## config.mk

```make
export PLATFORM = sky130hd
export DESIGN_NAME = transfer_reg_sequencer
export DESIGN_NICKNAME = d
export VERILOG_FILES = /design/src/rtl/txseq_pkg.sv /design/src/rtl/txseq_rr_arbiter.sv /design/src/rtl/transfer_reg_sequencer.sv
export SDC_FILE = /design/constraint.sdc
export NUM_CORES = 1
export LEC_CHECK = 0
export BUFFER_PORTS_ARGS = -buffer_cell sky130_fd_sc_hd__buf_4
export CAP_MARGIN = 5
export CORE_ASPECT_RATIO = 0.9
export CORE_MARGIN = 4
export CORE_UTILIZATION = 45
export DETAILED_ROUTE_END_ITERATION = 10
export HOLD_SLACK_MARGIN = 0.12
export PLACE_DENSITY = 0.68
export SYNTH_ARGS = -nofsm -noshare
export SYNTH_HDL_FRONTEND = slang
export SYNTH_HIERARCHICAL = 1
export SYNTH_SLANG_ARGS = --single-unit
export TNS_END_PERCENT = 5
```

## constraint.sdc

```tcl
create_clock -name clk -period 2.9 [get_ports clk]
set_clock_uncertainty 0.15 [all_clocks]
set_input_delay 0.29 -clock clk [delete_from_list [all_inputs] [get_ports clk]]
set_output_delay 0.29 -clock clk [all_outputs]
set_load 0.02 [all_outputs]
```

## src/rtl/txseq_pkg.sv

```systemverilog
// txseq_pkg: shared definitions for the Transfer Register strobe sequencer.
// Holds the op encoding, the FSM state encoding, the bit position of each
// strobe inside the packed strobe vector, and the op-to-strobe decode.
// Optional feature macro used by the sequencer: TXSEQ_TURNAROUND_EN.
package txseq_pkg;

  // Ops a pipeline stage can request.
  localparam logic [2:0] OP_NOP      = 3'd0;
  localparam logic [2:0] OP_LD_HI    = 3'd1;
  localparam logic [2:0] OP_LD_LO    = 3'd2;
  localparam logic [2:0] OP_LD_XFER  = 3'd3;
  localparam logic [2:0] OP_DRV_ADDR = 3'd4;
  localparam logic [2:0] OP_DRV_XFER = 3'd5;
  localparam logic [2:0] OP_DRV_HI   = 3'd6;
  localparam logic [2:0] OP_DRV_LO   = 3'd7;

  // Sequencer FSM states. ST_TURN is only reachable with turnaround enabled.
  typedef enum logic [1:0] {
    ST_IDLE   = 2'd0,
    ST_STROBE = 2'd1,
    ST_TURN   = 2'd2
  } state_e;

  // Bit position of each active-low strobe in the packed strobe vector.
  localparam int STROBE_IDX_L_TH      = 0;
  localparam int STROBE_IDX_L_TL      = 1;
  localparam int STROBE_IDX_L_TX      = 2;
  localparam int STROBE_IDX_A_TX_ADDR = 3;
  localparam int STROBE_IDX_A_TX_XFER = 4;
  localparam int STROBE_IDX_A_TH      = 5;
  localparam int STROBE_IDX_A_TL      = 6;

  // All seven strobes released (high).
  localparam logic [6:0] STROBES_OFF = 7'h7F;

  // Active-low strobe pattern for an op: exactly one bit low, none for NOP.
  function automatic logic [6:0] strobe_mask(input logic [2:0] op);
    logic [6:0] m;
    m = STROBES_OFF;
    case (op)
      OP_LD_HI:    m[STROBE_IDX_L_TH]      = 1'b0;
      OP_LD_LO:    m[STROBE_IDX_L_TL]      = 1'b0;
      OP_LD_XFER:  m[STROBE_IDX_L_TX]      = 1'b0;
      OP_DRV_ADDR: m[STROBE_IDX_A_TX_ADDR] = 1'b0;
      OP_DRV_XFER: m[STROBE_IDX_A_TX_XFER] = 1'b0;
      OP_DRV_HI:   m[STROBE_IDX_A_TH]      = 1'b0;
      OP_DRV_LO:   m[STROBE_IDX_A_TL]      = 1'b0;
      default:     m = STROBES_OFF;
    endcase
    return m;
  endfunction

endpackage

```

## src/rtl/txseq_rr_arbiter.sv

```systemverilog
// txseq_rr_arbiter: purely combinational round-robin picker.
// Searches valid[] starting at ptr and wrapping modulo NREQ; returns the
// first hit as a one-hot grant plus its index. The pointer lives in the parent.
module txseq_rr_arbiter #(
  parameter int NREQ = 2
) (
  input  logic [NREQ-1:0] valid,
  input  logic [2:0]      ptr,
  output logic [NREQ-1:0] grant,
  output logic [2:0]      grant_idx,
  output logic            grant_vld
);

  logic [7:0] valid_pad_s;
  logic [3:0] cand_s;
  logic       found_s;

  // Zero-extend so a 3-bit candidate index can always select a bit.
  assign valid_pad_s = 8'(valid);

  // Walk the candidates from ptr upward, wrapping, and keep the first valid one.
  always_comb begin
    grant_idx = 3'd0;
    found_s   = 1'b0;
    cand_s    = 4'd0;
    for (int k = 0; k < NREQ; k++) begin
      cand_s = {1'b0, ptr} + 4'(k);
      if (cand_s >= 4'(NREQ)) begin
        cand_s = cand_s - 4'(NREQ);
      end else begin
        cand_s = cand_s;
      end
      if (!found_s && valid_pad_s[cand_s[2:0]]) begin
        found_s   = 1'b1;
        grant_idx = cand_s[2:0];
      end else begin
        found_s   = found_s;
      end
    end
  end

  // Expand the winning index into a one-hot grant vector.
  always_comb begin
    grant = {NREQ{1'b0}};
    for (int i = 0; i < NREQ; i++) begin
      if (found_s && (grant_idx == 3'(i))) begin
        grant[i] = 1'b1;
      end else begin
        grant[i] = 1'b0;
      end
    end
  end

  assign grant_vld = found_s;

endmodule

```

## src/rtl/transfer_reg_sequencer.sv

```systemverilog
// transfer_reg_sequencer: arbitrates pipeline-stage requests for the seven
// active-low Transfer Register strobes and sequences them so that exactly one
// strobe (or none) is low in any cycle. Requests are accepted only in IDLE,
// winners chosen round-robin; the chosen strobe is held low for STROBE_CYCLES
// clocks straight from a flop, then done/done_id pulse for one cycle.
// Optional feature macro: TXSEQ_TURNAROUND_EN -- when defined, every DRV_* op
// is followed by one TURN cycle with all strobes high before returning to IDLE.
module transfer_reg_sequencer
  import txseq_pkg::*;
#(
  parameter int NREQ          = 2,
  parameter int STROBE_CYCLES = 1
) (
  input  logic              clk,
  input  logic              rst_n,
  input  logic [NREQ-1:0]   req_valid,
  input  logic [3*NREQ-1:0] req_op,
  output logic [NREQ-1:0]   req_ready,
  output logic              done,
  output logic [2:0]        done_id,
  output logic              busy,
  output logic              l_th_n,
  output logic              l_tl_n,
  output logic              l_tx_n,
  output logic              a_tx_addr_n,
  output logic              a_tx_xfer_n,
  output logic              a_th_n,
  output logic              a_tl_n
);

  state_e      state_q, state_d;
  logic [3:0]  cnt_q, cnt_d;
  logic [2:0]  op_q, op_d;
  logic [2:0]  id_q, id_d;
  logic [2:0]  rr_ptr_q, rr_ptr_d;
  logic [6:0]  strobe_q, strobe_d;
  logic        done_q, done_d;
  logic [2:0]  done_id_q, done_id_d;
  logic        busy_q, busy_d;

  logic [NREQ-1:0] grant_s;
  logic [2:0]      grant_idx_s;
  logic            grant_vld_s;
  logic [2:0]      op_sel_s;
  logic            accept_s;

  txseq_rr_arbiter #(
    .NREQ(NREQ)
  ) u_arb (
    .valid     (req_valid),
    .ptr       (rr_ptr_q),
    .grant     (grant_s),
    .grant_idx (grant_idx_s),
    .grant_vld (grant_vld_s)
  );

  // An accept happens only in IDLE, only with a winner, and never while in reset.
  assign accept_s  = (state_q == ST_IDLE) && grant_vld_s && rst_n;
  assign req_ready = accept_s ? grant_s : {NREQ{1'b0}};

  // Pick the op of the granted requester out of the packed op bus.
  always_comb begin
    op_sel_s = OP_NOP;
    for (int i = 0; i < NREQ; i++) begin
      if (grant_s[i]) begin
        op_sel_s = req_op[3*i +: 3];
      end else begin
        op_sel_s = op_sel_s;
      end
    end
  end

  // Next-state, counter, latched command and registered strobe/done decode.
  always_comb begin
    state_d   = state_q;
    cnt_d     = cnt_q;
    op_d      = op_q;
    id_d      = id_q;
    rr_ptr_d  = rr_ptr_q;
    strobe_d  = STROBES_OFF;
    done_d    = 1'b0;
    done_id_d = done_id_q;
    case (state_q)
      ST_IDLE: begin
        if (accept_s) begin
          op_d = op_sel_s;
          id_d = grant_idx_s;
          if (grant_idx_s == 3'(NREQ-1)) begin
            rr_ptr_d = 3'd0;
          end else begin
            rr_ptr_d = grant_idx_s + 3'd1;
          end
          if (op_sel_s == OP_NOP) begin
            // Nothing to strobe: complete on the very next cycle.
            done_d    = 1'b1;
            done_id_d = grant_idx_s;
            state_d   = ST_IDLE;
          end else begin
            state_d  = ST_STROBE;
            cnt_d    = 4'(STROBE_CYCLES - 1);
            strobe_d = strobe_mask(op_sel_s);
          end
        end else begin
          state_d = ST_IDLE;
        end
      end
      ST_STROBE: begin
        if (cnt_q == 4'd0) begin
          // Last low cycle: release the strobe, done shows next cycle.
          done_d    = 1'b1;
          done_id_d = id_q;
`ifdef TXSEQ_TURNAROUND_EN
          if (op_q[2]) begin
            state_d = ST_TURN;
          end else begin
            state_d = ST_IDLE;
          end
`else
          state_d = ST_IDLE;
`endif
        end else begin
          cnt_d    = cnt_q - 4'd1;
          strobe_d = strobe_mask(op_q);
        end
      end
      ST_TURN: begin
        // Bus turnaround: one dead cycle with every strobe high.
        state_d = ST_IDLE;
      end
      default: begin
        state_d = ST_IDLE;
      end
    endcase
    busy_d = (state_d != ST_IDLE);
  end

  // State and output registers; reset releases every strobe without a clock.
  always_ff @(posedge clk or negedge rst_n) begin
    if (!rst_n) begin
      state_q   <= ST_IDLE;
      cnt_q     <= 4'd0;
      op_q      <= OP_NOP;
      id_q      <= 3'd0;
      rr_ptr_q  <= 3'd0;
      strobe_q  <= STROBES_OFF;
      done_q    <= 1'b0;
      done_id_q <= 3'd0;
      busy_q    <= 1'b0;
    end else begin
      state_q   <= state_d;
      cnt_q     <= cnt_d;
      op_q      <= op_d;
      id_q      <= id_d;
      rr_ptr_q  <= rr_ptr_d;
      strobe_q  <= strobe_d;
      done_q    <= done_d;
      done_id_q <= done_id_d;
      busy_q    <= busy_d;
    end
  end

  assign done        = done_q;
  assign done_id     = done_id_q;
  assign busy        = busy_q;
  assign l_th_n      = strobe_q[STROBE_IDX_L_TH];
  assign l_tl_n      = strobe_q[STROBE_IDX_L_TL];
  assign l_tx_n      = strobe_q[STROBE_IDX_L_TX];
  assign a_tx_addr_n = strobe_q[STROBE_IDX_A_TX_ADDR];
  assign a_tx_xfer_n = strobe_q[STROBE_IDX_A_TX_XFER];
  assign a_th_n      = strobe_q[STROBE_IDX_A_TH];
  assign a_tl_n      = strobe_q[STROBE_IDX_A_TL];

endmodule

```

# Yosys cells after proc, flatten, opt, wreduce, memory -nomap -nowiden
# Cells that the tools add are included.
[op_classes] magnitude_cmp=4 n_reduce_logical=15 n_mux=50 eq_ne=21 add_sub_neg=5
[ops] op="$mux W3" count=10
[ops] op="$eq A3 B3 Y1 const B" count=8
[ops] op="$mux W1" count=24
[ops] op="$mux W7" count=3
[ops] op="$pmux W7 S2" count=1
[ops] op="$eq A3 B2 Y1 const B" count=4
[ops] op="$mux W4" count=3
[ops] op="$eq A3 B1 Y1 const B" count=3
[ops] op="$lt A3 B4 Y1 const B" count=2
[ops] op="$ne A2 B2 Y1 const B" count=4
[ops] op="$pmux W4 S2" count=1
[ops] op="$reduce_and A4 Y1" count=2
[ops] op="$bmux W1 S3" count=2
[ops] op="$logic_not A3 Y1" count=2
[ops] op="$mux W2" count=3
[ops] op="$pmux W3 S2" count=1
[ops] op="$sub A3 B2 Y3 const B" count=2
[ops] op="$logic_and A1 B1 Y1" count=5
[ops] op="$add A3 B1 Y4 const B" count=1
[ops] op="$ge A4 B2 Y1 const B" count=1
[ops] op="$logic_not A4 Y1" count=1
[ops] op="$pmux W2 S2" count=1
[ops] op="$reduce_bool A2 Y1" count=2
[ops] op="$sub A4 B1 Y4 const B" count=1
[ops] op="8 further kinds" count=8
[totals] in_bits=10 out_inout_bits=14 register_bits=27 word_cells=104

# Logic depth before layout (Yosys ltp)
# Gate-level depths: netlist of the first run.
[logic_depth] depth_word=18 ltp_mapped=12 depth_no_buf=10

# Hierarchy
# The synthesis of the first run kept the hierarchy.
[by_module_without_submodules] module="transfer_reg_sequencer" cells_per_inst=130 seq_area_each_um2=684.4 area_per_inst_um2=1361.3 instances=1
[by_module_without_submodules] module="txseq_rr_arbiter" cells_per_inst=31 seq_area_each_um2=0.0 area_per_inst_um2=246.5 instances=1

# Worst setup path before layout of the first run
# Ideal clock, no wire load.
[synth_path] path_kind="register to register" startpoint="register rr_ptr_q[1]" endpoint="register done_id_q[0], in the netlist done_id[0]" path_buffers=0 setup_time_ps=125 slack_ps=-125 required_time_ps=2625 arrival_time_ps=2750 period_less_slack_ps=3025 path_stages_with_launch=10 path_cell_list="dfrtp_1 -> inv_1 -> ha_1 -> a221o_1 -> nor3b_2 -> mux2_1 -> nor2b_1 -> a22o_1 -> o31ai_4 -> mux2_4"
[synth_via] elab_chain_len=16 word_cells_on_any_way=34 classes_between="add/sub (3); order compare (2); eq/ne (3); mux (17); reduce/logical (9)"
[synth_rtl] item="start: declaration" line_no="transfer_reg_sequencer.sv:35" source="logic [2:0] rr_ptr_q, rr_ptr_d;"
[synth_rtl] item="start signal: assignment" line_no="transfer_reg_sequencer.sv:154" source="rr_ptr_q <= rr_ptr_d;"
[synth_rtl] item="parallel branches: the longest is 9 deep, another holds $add A3 B1 Y4"
[synth_rtl] item="$logic_and A1 B1 Y1 *" line_no="txseq_rr_arbiter.sv:46" source="if (found_s && (grant_idx == 3'(i))) begin"
[synth_rtl] item="$mux W1 *" line_no="txseq_rr_arbiter.sv:46"
[synth_rtl] item="net grant_s[0]" line_no="transfer_reg_sequencer.sv:41" source="logic [NREQ-1:0] grant_s;"
[synth_rtl] item="$mux W3 * (2 in a row)" line_no="transfer_reg_sequencer.sv:65" source="if (grant_s[i]) begin"
[synth_rtl] item="$logic_not A3 Y1 *" line_no="transfer_reg_sequencer.sv:93" source="if (op_sel_s == OP_NOP) begin"
[synth_rtl] item="$ne A2 B1 Y1 (no line) *"
[synth_rtl] item="$reduce_and A4 Y1 (no line) *"
[synth_rtl] item="end signal: assignment" line_no="transfer_reg_sequencer.sv:157" source="done_id_q <= done_id_d;"
[synth_rtl] item="end: declaration" line_no="transfer_reg_sequencer.sv:38" source="logic [2:0] done_id_q, done_id_d;"
# Mark *: on every way through the listed nets, which the timed path passes. The select of a mux whose other input is x is not followed.
# A chain may end at the register's enable or synchronous reset.

# Worst setup path after layout of the first run
[layout_path] startpoint="register rr_ptr_q[1]" endpoint="register done_id_q[2], in the netlist done_id[2]"
# The elaborated chain is that of the path after synthesis.

==> results of run 1 <==
[stage by stage]
stage / cell area [um2] / setup slack, ns
after detailed placement: 1896 / -0.08538
after CTS: 2026 / -0.003645
after global routing: 2106 / -0.1122
after floorplan: 1634 / -0.009132
after global placement: 1896 / 0.001977
final: 2106 / -0.009320
[final timing paths]
path,start,end,slack (ns)
setup / recovery,rr_ptr_q[1],done_id[2],-0.009
hold / removal,req_op[2],op_q[2],0.18
setup reg to reg,rr_ptr_q[1],done_id[2],-0.009
hold reg to reg,id_q[1],id_q[1],0.34
max in group asynchronous,rst_n,strobe_q[6],1.97
min in group asynchronous,rst_n,op_q[0],0.32
[metal layers]
layer	routed length, um	track usage [%]
met4	51	4.695
met2	1565	26.27
met5	0	0
met3	167	3.876
met1	1534	19.77
[cells by family after synthesis]
group	Yosys count	synth area share, %
fa+ha+maj	7	5.447
other cells	2	0.4671
flops	27	42.57
xor+xnor	2	1.090
compound gates	36	16.89
buf+inv	14	4.669
mux	10	7.626
simple gates	63	21.25
[cell usage in the layout (no fill, tap or decap), drive strengths merged, types with 4 or more instances in the layout]
cell type,Yosys,layout
buf,4,43
nand2,25,25
dfrtp,20,20
o21ai,12,12
nor2,9,9
mux2,9,9
dfstp,7,7
ha,7,7
inv,6,6
nand2b,5,5
nor2b,5,5
or2,5,5
clkbuf,3,4
[registers in the layout, summed over array words and instances (netlist names)]
signal	count
done	1
state_q	2
done_id	3
op_q	3
busy	1
cnt_q	4
strobe_q	7
rr_ptr_q	3
id_q	3
[power by group through the flow]
stage / clock network (mW) / logic, mW / registers [mW]
2_1_floorplan: 0 / 0.786 / 0.648
3_3_place_gp: 0 / 1.11 / 0.607
3_5_place_dp: 0 / 1.16 / 0.612
4_1_cts: 0.219 / 1.29 / 0.611
5_1_grt: 0.238 / 1.53 / 0.636
6_report: 0.211 / 1.39 / 0.617
[area by class of cell]
cell class,count,area (um2)
clock buffers,4,45.04
fillers,289,1297
inverters,7,26.28
multi-input cells,121,947.2
flip-flops and latches,27,684.4
well taps,44,55.05
repair buffers,44,347.8
[timing repair]
action                     4_1_cts  5_1_grt
setup buffers                    6        3
gates resized for setup          6       15
pin swaps                        5       11
hold endpoints to repair        27        0
setup endpoints to repair        6       16
hold buffers                     1        0
[worst min-delay path, cell delays in order]
cell	delay, ns
buf_4	0.10
a221oi_2	0.08
nor2_1	0.10
==> reports/metrics.cfg, run 1 <==
[outcome]
status=finished with violations
violations=negative setup slack

[clock_network]
cts_buffer_depth=2
insertion_delay_ns=0.27
cts_buffers=3
cts_tree=done
clkTransAtPathRegs_ns=0.09
clockRootBuffer=clkbuf_8
cts_max_level=1
cts.sinks=27

[synthesis]
ys_ff_latch=27
synth_area_per_cell_um2=9.986
synthCells=161
async_flop_share_pct=100.0
synth_warnings=6
synth_top_area_share_pct=31.13
yosys.area.top_type=dfrtp_1
syn_area_um2=1608
ys_seq_area_share_pct=42.57
synth_commonest_cells=nand2_1, dfrtp_1, o21ai_0, nor2_1
synth_cell_types=47
synth_enable_flop_cells=0
synth_area_leaders=dfrtp_1, dfstp_2, nand2_1
synth_most_common_cell=nand2_1
synthFlopType=dfrtp_1

[cells_and_area]
drive_gt1_share_pct=42.36
layout.nets=221
instances_no_fill=247
final_util_pct=61.88
diodes=0
area_delta_synth_final_pct=30.97

[global_routing]
grt_max_degree=30
grtUsageTotal_pct=15.60
grt_pass1_vias=1285
gr-total-overflow=0
antenna_found_initial=0
grt_pass1_wl_mm=5.761

[floorplanning]
start_util_pct=47.24
placementRows=20
die_y_um=64.71
coreArea_um2=3403
die_area_um2=4594
fp.dieW_um=71.01
ios=24

[timing]
tightestPinTransition_ns=0.5013
slew_headroom_pct=66.51
fin_hold_ws_ns=0.1790
finalCritPeriodShare_pct=100.3
setup_violations=3
timing.fmax_mhz=343.7
timing.final.ws_setup_ns=-0.009320
hold_viol=0
finalSetupTns_ns=-0.01782
grt_setup_unrepaired=true
period_needed_ns=2.909
final_max_slew_viol_count=0

[critical_path]
crit_cells=9
required_ns=2.91
crit_fanout=4
r2r_cells=9
path_cells=inv_2 -> ha_4 -> a221o_1 -> nor3b_4 -> mux2_4 -> nor2b_4 -> a22o_4 -> o31ai_4 -> mux2_4
worst-path-buf-inv=1
cp_top_family=compound AO/OA/AOI/OAI gates
cp_slowest_cell=dfrtp_1
end_kind=flip-flop
worst_ep_arrival_time_ns=2.92
slowest_delay_ns=0.41
crit_type=reg2reg
crit_path_start_kind=flip-flop
crit_top_cell=mux2_4

[routing]
drt-total-wl_mm=3.318
avgViaCountPerCell=5.215
first_iter_violations=151
final_antenna_net_count=0
wl_per_cell_um=13.43
first_pass_iters=4
vias=1288
drc=0

[worst_hold_path]
holdCritPathClass=in2reg
hold-path-cell-count=3

[pwr]
power_per_cell_area_nw_per_um2=1055
p_comb_share_pct=62.7
power_frac_seq_pct=27.8
ir_drop_v=0.0006159
netSwitchingFraction_pct=40.50
p_total_mw=2.222
p_leak_nw=0.9447
switchingPower_uw=900.1
p_int_mw=1.322
clkPwrFrac_pct=9.5

[run]
maxCapViolations=0

[placed_design]
dp.cells=233
gp_congestion=0.7993
place_hpwl_mm=2.436
port_buffers=23

(Power assumes the default switching activity.)
==> run 2, diff against run 1 <==
Settings changed: SETUP_SLACK_MARGIN set to 0.02, TNS_END_PERCENT 5 to 20.
==> run 2 against run 1 <==
Against the previous run: the flow still finishes with violations (negative setup slack); die area unchanged; sequential power about the same; hold slack worse by 0.0049 ns; global-route usage unchanged; flip-flop and latch count unchanged; cell count unchanged; sequential share of layout area down 0.12 points; clock-buffer cell count unchanged; power up 0.21%; setup slack about the same; first-iteration DRC count down 6.0%; register-to-register slack about the same.
==> reports/metrics.cfg, run 2 (synthesized netlist as in run 1, its figures left out) <==
[routing]
wl_per_cell_um=13.44  ; about the same
avgViaCountPerCell=5.211  ; about the same
drt-total-wl_mm=3.319  ; about the same
vias=1287  ; -0.078%
first_iter_violations=142  ; -6.0%
final_antenna_net_count=0  ; unchanged
drc=0  ; unchanged
first_pass_iters=5  ; +1

[pwr]
ir_drop_v=0.0006174  ; +0.25%
p_leak_nw=0.9507  ; +0.64%
power_per_cell_area_nw_per_um2=1054  ; -0.15%

[critical_path]
end_kind=flip-flop
worst_ep_arrival_time_ns=2.92  ; about the same
crit_type=reg2reg
required_ns=2.91  ; about the same
crit_fanout=4  ; unchanged
crit_path_start_kind=flip-flop
r2r_cells=9  ; unchanged

[cells_and_area]
layout.nets=221  ; unchanged
seqCellArea_um2=684.4  ; unchanged
instances_no_fill=247  ; unchanged
num-fill-cells=291  ; +0.69%
design_area_um2=2113  ; +0.36%
reg.largest.list=strobe_q: 7 flops, cnt_q: 4 flops
multi_input_comb_area_um2=954.7  ; +0.79%
diodes=0  ; unchanged
drive_gt1_share_pct=42.86  ; +0.49 points
area_delta_synth_final_pct=31.44
largest_reg_flops=7  ; unchanged
top_register=strobe_q
final_util_pct=62.10  ; +0.22 points
layout_common_cells=buf_4, nand2_1, dfrtp_1
final_common_cell=buf_4

[floorplanning]
die_y_um=64.71  ; unchanged
placementRows=20  ; unchanged
fp.dieW_um=71.01  ; unchanged
ios=24  ; unchanged
start_util_pct=47.24  ; unchanged
die_area_um2=4594  ; unchanged
coreArea_um2=3403  ; unchanged

[timing]
slew_headroom_pct=66.28  ; -0.22 points
final_max_slew_viol_count=0  ; unchanged
fin_hold_ws_ns=0.1741  ; -0.004869 ns
finalCritPeriodShare_pct=100.3  ; about the same
timing.fmax_mhz=343.7  ; about the same
setup_violations=3  ; unchanged
tightestPinTransition_ns=0.5047  ; +0.003361 ns
grt_setup_unrepaired=true
period_needed_ns=2.909  ; -0.00002865 ns
hold_viol=0  ; unchanged
timing.final.ws_setup_ns=-0.009291  ; +0.00002865 ns

[global_routing]
grt_use_met2_pct=26.27  ; unchanged
grtUsageTotal_pct=15.60  ; unchanged
met1_usage_pct=19.77  ; unchanged
grt_max_degree=30  ; unchanged
grt_pass1_wl_mm=5.761  ; unchanged
antenna_found_initial=0  ; unchanged
gr-total-overflow=0  ; unchanged
grt.met3_usage_pct=3.876  ; unchanged
top_usage_layer=met2
grt_pass1_vias=1285  ; unchanged

[placed_design]
dp.cells=233  ; unchanged
port_buffers=23  ; unchanged
gp_congestion=0.7993  ; unchanged
dpl-instance-area_um2=1896  ; unchanged
place_hpwl_mm=2.436  ; unchanged

[worst_hold_path]
hold-path-cell-count=3  ; unchanged
holdCritPathClass=in2reg

[clock_network]
cts_max_level=1  ; unchanged
clkTransAtPathRegs_ns=0.09  ; about the same
cts_tree=done
cts.sinks=27  ; unchanged
cts_buffers=3  ; unchanged
cts_buffer_depth=2  ; unchanged
insertion_delay_ns=0.27  ; about the same
clockRootBuffer=clkbuf_8

[run]
maxCapViolations=0  ; unchanged

[outcome]
status=finished with violations
violations=negative setup slack

[run 2: cell counts in the layout (fill, tap and decap cells not counted)]
No cell type changed its count.
[run 2: metrics by stage]
step / worst slack (ns) / total power, mW / TNS, ns
after global routing: -0.1122 / 2.413 / -0.7294
after floorplan: -0.009132 / 1.434 / -0.02739
final: -0.009291 / 2.227 / -0.01773
after CTS: -0.003645 / 2.121 / -0.003645
after global placement: 0.001977 / 1.722 / 0
after detailed placement: -0.08538 / 1.768 / -0.2737
[run 2: worst paths after layout]
| kind | slack (ns) | endpoint | from |
|---|---|---|---|
| setup reg to reg | -0.009 | done_id[2] | rr_ptr_q[1] |
| setup / recovery | -0.009 | done_id[2] | rr_ptr_q[1] |
| hold reg to reg | 0.34 | id_q[1] | id_q[1] |
| hold / removal | 0.17 | op_q[2] | req_op[2] |
| min in group asynchronous | 0.32 | op_q[0] | rst_n |
| max in group asynchronous | 1.97 | strobe_q[0] | rst_n |
[run 2: layout make-up]
| cell class | count | share of cell area [%] |
|---|---|---|
| tap | 44 | 2.605 |
| clock buffer | 4 | 2.131 |
| sequential | 27 | 32.39 |
| timing repair buffer | 44 | 16.46 |
| multi-input combinational | 121 | 45.17 |
| inverter | 7 | 1.243 |
[run 2: worst max-delay path, cell delays in order, from the launching register on]
cell and delay [ns]:
dfrtp_1 0.41, inv_2 0.07, ha_4 0.17, a221o_1 0.35
nor3b_4 0.25, mux2_4 0.35, nor2b_4 0.13, a22o_4 0.22
o31ai_4 0.37, mux2_4 0.33
[run 2: where the power goes]
part	internal, mW	total [mW]	switching [mW]
logic	0.720	1.40	0.678
clock network	0.0985	0.212	0.113
registers	0.505	0.617	0.112
total	1.32	2.23	0.904
[run 2: routing by layer]
layer | vias to the layer above | share of wire, %
li1 | 646 | -
met1 | 605 | 46
met2 | 31 | 48
met3 | 5 | 4.7
met4 | 0 | 1.5
met5 | - | 0
[run 2: repair_timing]
action | 4_1_cts | 5_1_grt
setup endpoints to repair | 7 | 17
hold endpoints to repair | 27 | 0
setup buffers | 6 | 3
gates resized for setup | 6 | 16
hold buffers | 1 | 0
pin swaps | 5 | 10
